**src/rtl/udma_stream_tx_arbiter.sv**
```systemverilog
// ---------------------------------------------------------------------------------------------
// udma_stream_tx_arbiter
//
// Purpose:
//   Shares one uDMA TX channel (L2 read port: req/gnt/addr/datasize request phase, then
//   valid/data/ready response phase) between NB_STREAMS stream-unit requesters.
//   Requests are arbitrated round-robin. A selection that is presented but not granted is
//   locked until the grant arrives. Each grant pushes the winner's index into an in-order ID
//   FIFO. The FIFO head routes each returned read word back to the requester that issued it.
//
// Configuration:
//   UDMA_STREAM_ARB_PRIO_EN (define) : requester 0 gets fixed top priority. The remaining
//   requesters share round-robin among 1..NB_STREAMS-1. Granting 0 leaves the RR pointer alone.
//   Undefined (default)              : pure round-robin over all requesters.
//
// Ports:
//   clk_i, rst_i, clr_i          clock, sync active-high reset, sync flush (same effect)
//   req_i/addr_i/datasize_i      per-requester request side (addr/datasize packed per index)
//   gnt_o                        per-requester grant (one-hot or zero)
//   valid_o/ready_i, data_o      per-requester response side, data broadcast
//   tx_ch_req_o/addr_o/datasize_o, tx_ch_gnt_i     shared channel request phase
//   tx_ch_valid_i/data_i, tx_ch_ready_o            shared channel response phase
//   err_o                        sticky: response seen with no outstanding read
// ---------------------------------------------------------------------------------------------
module udma_stream_tx_arbiter #(
  parameter int unsigned NB_STREAMS     = 4,
  parameter int unsigned L2_AWIDTH_NOAL = 16,
  parameter int unsigned DATA_WIDTH     = 32,
  parameter int unsigned MAX_OUTST      = 4
) (
  input  logic                                 clk_i,
  input  logic                                 rst_i,
  input  logic                                 clr_i,

  input  logic [NB_STREAMS-1:0]                req_i,
  input  logic [NB_STREAMS*L2_AWIDTH_NOAL-1:0] addr_i,
  input  logic [NB_STREAMS*2-1:0]              datasize_i,
  output logic [NB_STREAMS-1:0]                gnt_o,
  output logic [NB_STREAMS-1:0]                valid_o,
  output logic [DATA_WIDTH-1:0]                data_o,
  input  logic [NB_STREAMS-1:0]                ready_i,

  output logic                                 tx_ch_req_o,
  output logic [L2_AWIDTH_NOAL-1:0]            tx_ch_addr_o,
  output logic [1:0]                           tx_ch_datasize_o,
  input  logic                                 tx_ch_gnt_i,
  input  logic                                 tx_ch_valid_i,
  input  logic [DATA_WIDTH-1:0]                tx_ch_data_i,
  output logic                                 tx_ch_ready_o,

  output logic                                 err_o
);

  localparam int unsigned ID_W  = $clog2(NB_STREAMS);
  localparam int unsigned PTR_W = $clog2(MAX_OUTST);
  localparam int unsigned CNT_W = PTR_W + 1;
  localparam int unsigned AW    = L2_AWIDTH_NOAL;

  // ------------------------------------------------------------------
  // State
  // ------------------------------------------------------------------
  logic [ID_W-1:0]  r_rr_ptr;
  logic             r_locked;
  logic [ID_W-1:0]  r_lock_sel;
  logic [ID_W-1:0]  r_fifo [MAX_OUTST];
  logic [PTR_W-1:0] r_wr_ptr;
  logic [PTR_W-1:0] r_rd_ptr;
  logic [CNT_W-1:0] r_count;
  logic             r_err;

  // ------------------------------------------------------------------
  // Combinational signals
  // ------------------------------------------------------------------
  logic                  w_flush;
  logic [NB_STREAMS-1:0] w_rr_req;
  logic                  w_prio_hit;
  logic                  w_move_ptr;
  logic [ID_W-1:0]       w_rr_sel;
  logic                  w_rr_hit;
  logic [ID_W-1:0]       w_free_sel;
  logic [ID_W-1:0]       w_sel;
  logic [ID_W-1:0]       w_next_ptr;
  logic                  w_full;
  logic                  w_empty;
  logic                  w_grant;
  logic                  w_push;
  logic                  w_pop;
  logic [ID_W-1:0]       w_head;

  assign w_flush = rst_i | clr_i;

`ifdef UDMA_STREAM_ARB_PRIO_EN
  // Requester 0 bypasses the round-robin scan entirely.
  assign w_rr_req   = {req_i[NB_STREAMS-1:1], 1'b0};
  assign w_prio_hit = req_i[0];
  // Index 0 can only be selected through the priority path, so a grant to 0 never rotates.
  assign w_move_ptr = (w_sel != '0);
`else
  assign w_rr_req   = req_i;
  assign w_prio_hit = 1'b0;
  assign w_move_ptr = 1'b1;
`endif

  // First request at or above the RR pointer, wrapping at NB_STREAMS.
  always_comb begin
    int unsigned idx;
    idx      = 0;
    w_rr_sel = '0;
    w_rr_hit = 1'b0;
    for (int unsigned i = 0; i < NB_STREAMS; i++) begin
      idx = 32'(r_rr_ptr) + i;
      if (idx >= NB_STREAMS) begin
        idx = idx - NB_STREAMS;
      end
      if (!w_rr_hit && w_rr_req[ID_W'(idx)]) begin
        w_rr_hit = 1'b1;
        w_rr_sel = ID_W'(idx);
      end
    end
  end

  assign w_free_sel = w_prio_hit ? '0 : w_rr_sel;
  // A pending ungranted selection is held even if a better-placed request appears.
  assign w_sel      = r_locked ? r_lock_sel : w_free_sel;
  assign w_next_ptr = (w_sel == ID_W'(NB_STREAMS - 1)) ? '0 : w_sel + 1'b1;

  // Full/empty come from the registered count, so a pop cannot free a slot in the same cycle.
  assign w_full  = (r_count == CNT_W'(MAX_OUTST));
  assign w_empty = (r_count == '0);

  // ------------------------------------------------------------------
  // Request phase
  // ------------------------------------------------------------------
  assign tx_ch_req_o      = (|req_i) & ~w_full;
  assign tx_ch_addr_o     = addr_i[32'(w_sel)*AW +: AW];
  assign tx_ch_datasize_o = datasize_i[32'(w_sel)*2 +: 2];
  assign w_grant          = tx_ch_req_o & tx_ch_gnt_i;
  assign w_push           = w_grant;

  // ------------------------------------------------------------------
  // Response phase
  // ------------------------------------------------------------------
  assign w_head = r_fifo[r_rd_ptr];
  // With nothing outstanding the word is accepted and dropped so the channel cannot stall.
  assign tx_ch_ready_o = w_empty ? tx_ch_valid_i : ready_i[w_head];
  assign w_pop         = tx_ch_valid_i & tx_ch_ready_o & ~w_empty;
  assign data_o        = tx_ch_data_i;
  assign err_o         = r_err;

  always_comb begin
    gnt_o          = '0;
    valid_o        = '0;
    gnt_o[w_sel]   = w_grant;
    valid_o[w_head] = tx_ch_valid_i & ~w_empty;
  end

  // ------------------------------------------------------------------
  // Arbitration and bookkeeping registers
  // ------------------------------------------------------------------
  always_ff @(posedge clk_i) begin
    if (w_flush) begin
      r_rr_ptr   <= '0;
      r_locked   <= 1'b0;
      r_lock_sel <= '0;
      r_wr_ptr   <= '0;
      r_rd_ptr   <= '0;
      r_count    <= '0;
      r_err      <= 1'b0;
    end else begin
      if (w_grant) begin
        r_locked <= 1'b0;
        if (w_move_ptr) begin
          r_rr_ptr <= w_next_ptr;
        end
      end else if (tx_ch_req_o) begin
        r_locked   <= 1'b1;
        r_lock_sel <= w_sel;
      end

      if (w_push) begin
        r_wr_ptr <= r_wr_ptr + 1'b1;
      end
      if (w_pop) begin
        r_rd_ptr <= r_rd_ptr + 1'b1;
      end

      if (w_push && !w_pop) begin
        r_count <= r_count + 1'b1;
      end else if (w_pop && !w_push) begin
        r_count <= r_count - 1'b1;
      end

      if (tx_ch_valid_i && w_empty) begin
        r_err <= 1'b1;
      end
    end
  end

  // ID storage needs no reset: entries are only read between push and pop.
  always_ff @(posedge clk_i) begin
    if (w_push && !w_flush) begin
      r_fifo[r_wr_ptr] <= w_sel;
    end
  end

endmodule

```
**config.mk**
```make
export PLATFORM = sky130hd
export DESIGN_NAME = udma_stream_tx_arbiter
export DESIGN_NICKNAME = d
export VERILOG_FILES = /design/src/rtl/udma_stream_tx_arbiter.sv
export SDC_FILE = /design/constraint.sdc
export NUM_CORES = 1
export LEC_CHECK = 0
export ABC_AREA = 1
export ABC_CLOCK_PERIOD_IN_PS = 2300
export CORE_UTILIZATION = 35
export CTS_BUF_LIST = sky130_fd_sc_hd__clkbuf_4
export DETAILED_ROUTE_END_ITERATION = 7
export PLACE_DENSITY = 0.8
export SLEW_MARGIN = 20
export SYNTH_ARGS = -nofsm -noshare
export SYNTH_HDL_FRONTEND = slang
export SYNTH_SLANG_ARGS = --single-unit
```
**constraint.sdc**
```tcl
create_clock -name clk_i -period 2.3 [get_ports clk_i]
set_input_delay 0.345 -clock clk_i [delete_from_list [all_inputs] [get_ports clk_i]]
set_output_delay 0.345 -clock clk_i [all_outputs]
set_load 0.005 [all_outputs]
```
* Word level (Yosys, flattened, before mapping)
Memory sizes are Yosys's and may differ from the RTL's. A register that Yosys moved wholly into a read port is not among the register bits.
Index checks and enable logic that the tools add are counted.
Widths: inputs -> output; s select.
** Cells by class
- Eq/ne operators :: 2
- Add/subtract/negate cells :: 12
- Shift-type cells :: 2
- Reduce and logical (&&, ||, !) cells :: 20
- Bitwise operators :: 11
- Mux-type cells :: 34
- $lt $le $gt $ge :: 12
** Operators by type and width (count)
- $shiftx 64x7->16 :: 1
- $mux 2 :: 12
- $lt 2x3->1 const B :: 6
- $mux 1 :: 13
- $bmux 1 s2 :: 5
- $ge 3x3->1 const B :: 3
- $logic_and 1x1->1 :: 9
- $and 4x4->4 :: 2
- $shiftx 8x4->2 :: 1
- $sub 2x1->2 const B :: 4
- $add 2x1->2 const B :: 3
- $add 2x2->3 const B :: 2
- $logic_not 1->1 :: 6
- $mux 3 :: 2
- $and 1x1->1 :: 5
- $demux 1 s2 :: 2
- $ge 2x1->1 const B :: 2
- $reduce_or 4->1 :: 1
- $add 2x1->3 const B :: 1
- $add 3x1->3 const B :: 1
- $eq 3x3->1 const B :: 1
- $ge 2x3->1 const B :: 1
- $logic_not 3->1 :: 1
- $not 1->1 :: 3
- 6 further kinds :: 6
** Word-level totals
- RAM bits :: 8
- Input bits :: 117
- Output and inout port bits :: 61
- Memories :: 1
- Register bits after elaboration :: 13
** Memories
- r_fifo :: words 4, bits a word 2, rd ports 1, clocked after Yosys merged registers in 1, wr ports 1, RTL line 65 : logic [ID_W-1:0] r_fifo [MAX_OUTST];

* Longest topological paths before layout
- Depth after elaboration :: 20
- Gate-level depth with buffers :: 17
- Gate-level depth less buffers :: 16

* Worst setup path after synthesis
Ideal clock, no wire load.
- Path kind :: register to output
- From :: register r_rr_ptr[0]
- To :: output port gnt_o[1]
- Cell stages (with the launch flop) :: 17
- Slack :: 121 ps
- Arrival :: 1834 ps
- Data required time :: 1955 ps
- Path through :: dfxtp_1 > buf_6 > inv_2 > buf_6 > nand2_1 > nand2_1 > nand2_1 > nand2_2 > nor2_2 > nand4_2 > nand3_4 > nand2_4 > buf_4 > inv_1 > ha_1 > inv_1 > nor2_1
** Between the ends
- Cells in the longest elaborated chain, start to end :: 20
** Ends and longest elaborated chain
- start: declaration :: RTL line 62 : logic [ID_W-1:0] r_rr_ptr;
- start signal: assignment :: RTL line 173 : r_rr_ptr <= w_next_ptr;
- parallel branches: the longest is 13 deep, another holds $add 2x1->3
- $mux 2 (*) :: RTL line 115 : if (!w_rr_hit && w_rr_req[ID_W'(idx)]) begin
- $mux 2 (*) :: RTL line 124 : assign w_sel = r_locked ? r_lock_sel : w_free_sel;
- net w_sel[0] :: RTL line 81 : logic [ID_W-1:0] w_sel;
- $lt 2x3->1 (not written as such) / $ge 2x1->1 (equally long branches) :: RTL line 153 : gnt_o[w_sel] = w_grant;
- $logic_and 1x1->1 (not written as such) :: RTL line 153
- $mux 1 (not written as such) :: RTL line 153
- $demux 1 s2 (*) :: RTL line 153
- $and 4x4->4 (no source line) (*)
- end: declaration :: RTL line 38 : output logic [NB_STREAMS-1:0] gnt_o,
Mark *: on every way through the listed nets, which the timed path passes. The select of a mux whose other input is x is not followed.

* Final worst setup path
- From :: register r_rr_ptr[0]
- To :: output port tx_ch_addr_o[9]
** Between the ends
- Cells in the longest elaborated chain, start to end :: 16
** Ends and longest elaborated chain
- parallel branches: the longest is 13 deep, another holds $add 2x1->3
- $mux 2 (*) :: RTL line 115
- $mux 2 (*) :: RTL line 124
- $shiftx 64x7->16 (*) :: RTL line 135 : assign tx_ch_addr_o = addr_i[32'(w_sel)*AW +: AW];
- end: declaration :: RTL line 44 : output logic [L2_AWIDTH_NOAL-1:0] tx_ch_addr_o,
Mark *: on every way between the ends. The select of a mux whose other input is x is not followed.

==> results.py <==
metrics = {
    "status": {
        "status": "finished with violations",
        "failed_checks": "setup timing",
    },
    "synth": {
        "synth.largest_area_cell": "nand2_1",
        "synth-seq-area-share": 0.204,
        "yosys.area.top_type_share": 0.163,
        "yosys.cell_count.top_type": "nand2_1",
        "synth_area_per_cell_um2": 5.81,
        "post_synth_instance_area_um2": 2660,
        "synth_cell_types": 29,
        "synth_fp_nets": 584,
        "syn_inst": 457,
        "postSynthRegisterBits": 23,
        "dominantRegCellSynth": "dfxtp_1",
        "synth_area_leaders": "nand2_1 16%, nand3_1 16%, inv_1 15%",
        "yosys_warnings": 0,
        "yosys-top-cells-count": "115 x nand2_1, 105 x inv_1, 85 x nand3_1",
        "synth_edf_count": 8,
        "async_flop_share": 0,
    },
    "grt": {
        "globalRouteOverflowTotal": 0,
        "track_usage": 0.187,
        "global_route.usage.met1": 0.199,
        "top_usage_layer": "met2",
        "grt_pass1_vias": 2832,
        "grt_use_met2": 0.349,
        "wire_length_of_the_first_global_routing_pass_mm": 11.9,
        "largest_net_degree_at_the_start_of_global_routing": 37,
        "antenna_found_initial": 0,
        "globalRouteMet3Util": 0.0591,
    },
    "power": {
        "power_uw": 2270,
        "powerDensity_nw_per_um2": 532,
        "leakage_dissipation_uw": 0.00228,
        "peakVddDrop_mv": 0.288,
    },
    "drt": {
        "detailroute.via_count": 3140,
        "detail_route.wl_per_cell_um": 12.5,
        "initialDrtViolationCount": 154,
        "remaining_drc_errors": 0,
        "viasPerCell": 4.68,
        "detailedRoute.firstPassIterationCount": 4,
        "route.antenna.remaining_nets": 0,
        "drt_wl_total_mm": 8.37,
    },
    "timing": {
        "fin_tns_setup_ns": -6.34,
        "maxSlewViolCount": 0,
        "min_period_ns": 2.64,
        "final-setup-viol-count": 22,
        "relSlewSlack": 0.758,
        "clock_skew_ns": 0.00640,
        "final.hold.worst_slack_ns": 0.457,
        "hold_viol_final": 0,
        "final_min_period_over_clock_period": 1.15,
        "tightestPinTransition_ns": 0.363,
        "post-route-worst-setup-slack_ns": -0.336,
        "rsz0062_at_grt": "yes",
        "fmax_mhz": 379,
    },
    "worst_setup_path": {
        "slowest_stage": "dfxtp_4",
        "critical_path_required_ns": 1.96,
        "worst_setup_path_start_kind": "flop",
        "timing.critical_path.from": "r_rr_ptr[0]$_SDFFE_PP0P_",
        "cp_capture_type": "output port",
        "worstSetupEndpoint": "tx_ch_addr_o[9]",
        "path_buf_inv": 6,
        "critical_path.cell_chain": "buf_6 -> nand2_4 -> nand2_4 -> nand2_4 -> nand2_4 -> inv_4 -> nand3_4 -> nor2_4 -> nor2_4 -> nand2_2 -> o21ai_4 -> buf_12 -> buf_6 -> buf_6 -> nand3_2 -> nand2_1 -> clkbuf_2",
        "timing.reg2reg.worst_path_depth": 16,
        "critical_path.most_common_cell": "nand2_4",
        "worst-setup-path-type": "reg -> out",
        "timing.critical_path.fanout_max": 6,
        "cpLargestDelayFamily": "simple AND/OR/NAND/NOR gates",
        "critical_path_depth": 17,
        "reg2reg_slack_ns": 0.14,
        "worst_r2r_endpoint": "r_count[2]$_SDFFE_PP0P_",
        "worstPathArrival_ns": 2.29,
        "max_stage_delay_ns": 0.41,
    },
    "clock_network": {
        "cts_hold_fix_bufs": 0,
        "clkSinkCount": 23,
        "clock_insertion_delay_worst_skew_ns": 0.32,
        "clock-root-buffer": "clkbuf_4",
        "ctsLongestPathBuffers": 2,
        "cts-htree-levels": 1,
        "tritoncts": "built",
        "clkTransAtPathRegs_ns": 0.13,
        "cts_buffers": 3,
    },
    "finish": {
        "antenna_cells": 0,
        "synthesis_to_finish_area_growth_pct": 61.0,
        "final_layout_size_suffix_gt1_frac": 0.269,
        "fillerInstances": 708,
        "nets": 700,
    },
    "placement": {
        "detailed_place_hpwl_mm": 5.74,
        "place.port_buffers": 113,
        "routabilityCongestion": 0.815,
    },
    "die": {
        "placement_rows": 31,
        "die_width_um": 89.1,
        "floorplan.initialDensity": 0.364,
        "die_height_um": 89.1,
        "floorplan.die_area_um2": 7940,
        "ioPinCount": 178,
        "core-area_um2": 7290,
    },
    "worst_hold_path": {
        "min_path_type": "reg -> reg",
    },
    "flow_run": {
        "timing.max_cap.violations": 0,
    },
}
-- worst min-delay path, stage by stage, from the launching register on --
cell,delay (ns)
dfxtp_1,0.33
inv_1,0.04
a21oi_1,0.05
-- final cells by class --
class	count	area [um2]	share of cell area
Clock buffer	3	22.5	0.00527
Clock inverter	1	5.00	0.00117
Inverter	109	419	0.0981
Multi-Input combinational cell	276	1660	0.388
Sequential cell	23	551	0.129
Tap cell	99	124	0.0290
Timing Repair Buffer	160	1490	0.350
-- layer usage --
layer  part of all wire  vias up
met5                  0        -
met4              0.026        0
met3              0.072       26
met2               0.52      128
met1               0.38     1396
li1                   -     1590
-- metrics by stage --
| step | instances | setup slack, ns | area, um2 | utilization |
|---|---|---|---|---|
| 2_1_floorplan | 457 | 0.121 | 2660 | - |
| 3_3_place_gp | 642 | -0.608 | 3750 | 0.515 |
| 3_5_place_dp | 642 | -0.617 | 3750 | 0.515 |
| 4_1_cts | 659 | -0.549 | 3980 | 0.545 |
| 5_1_grt | 671 | -0.442 | 4270 | 0.586 |
| 6_report | 671 | -0.336 | 4270 | 0.586 |
-- worst min-delay path by stage --
stage / depth (start not counted) / endpoint / from / slack (ns)
after CTS: 2 / err_o$_SDFFE_PP0P_ / err_o$_SDFFE_PP0P_ / 0.46
after detailed placement: 2 / err_o$_SDFFE_PP0P_ / err_o$_SDFFE_PP0P_ / 0.44
final: 2 / err_o$_SDFFE_PP0P_ / err_o$_SDFFE_PP0P_ / 0.46
after floorplan: 2 / err_o$_SDFFE_PP0P_ / err_o$_SDFFE_PP0P_ / 0.45
after global routing: 2 / err_o$_SDFFE_PP0P_ / err_o$_SDFFE_PP0P_ / 0.50
after global placement: 2 / err_o$_SDFFE_PP0P_ / err_o$_SDFFE_PP0P_ / 0.44
-- registers in the layout (all words and copies together), names as in the netlist, named ones only --
| signal | count |
|---|---|
| r_rr_ptr | 2 |
| err_o | 1 |
| r_count | 3 |
| r_locked | 1 |
| r_rd_ptr | 2 |
| r_lock_sel | 2 |
| r_fifo | 8 |
| r_wr_ptr | 2 |
-- cell families after synthesis --
kind of cell / synth area share
AOI/OAI and AO/OA: 0.0471
adders and majority gates: 0.0500
DFF: 0.204
and+or+nand+nor: 0.410
xor gates and xnor gates: 0.00330
buffers and inverters: 0.286
-- timing repair --
action | in CTS | in global routing
buffers inserted | 12 | 18
resized for setup | 68 | 126
gates cloned | 1 | 2
pin swaps | 2 | 53
endpoints found under the setup margin | 25 | 25
-- where the power goes --
part	switching (uW)	total (uW)	internal [uW]
combinational	804	1620	815
clock	126	191	65.2
sequential	16.9	464	447
total	948	2270	1330
-- cells in the final DEF (no fill, tap or decap), drive strengths merged, types with 3 or more instances in the layout --
| cell type | count |
|---|---|
| a21oi | 10 |
| dlygate4sd2 | 4 |
| dfxtp | 15 |
| ha | 9 |
| buf | 58 |
| edfxtp | 8 |
| clkbuf | 14 |
| nand3b | 3 |
| clkdlybuf4s50 | 84 |
| o21ai | 10 |
| nand4 | 3 |
| nor3 | 5 |
| dlymetal6s2s | 3 |
| nor2 | 25 |
| nand3 | 86 |
| inv | 109 |
| nand2 | 120 |
Note: power is estimated with default switching activity, not from simulation.
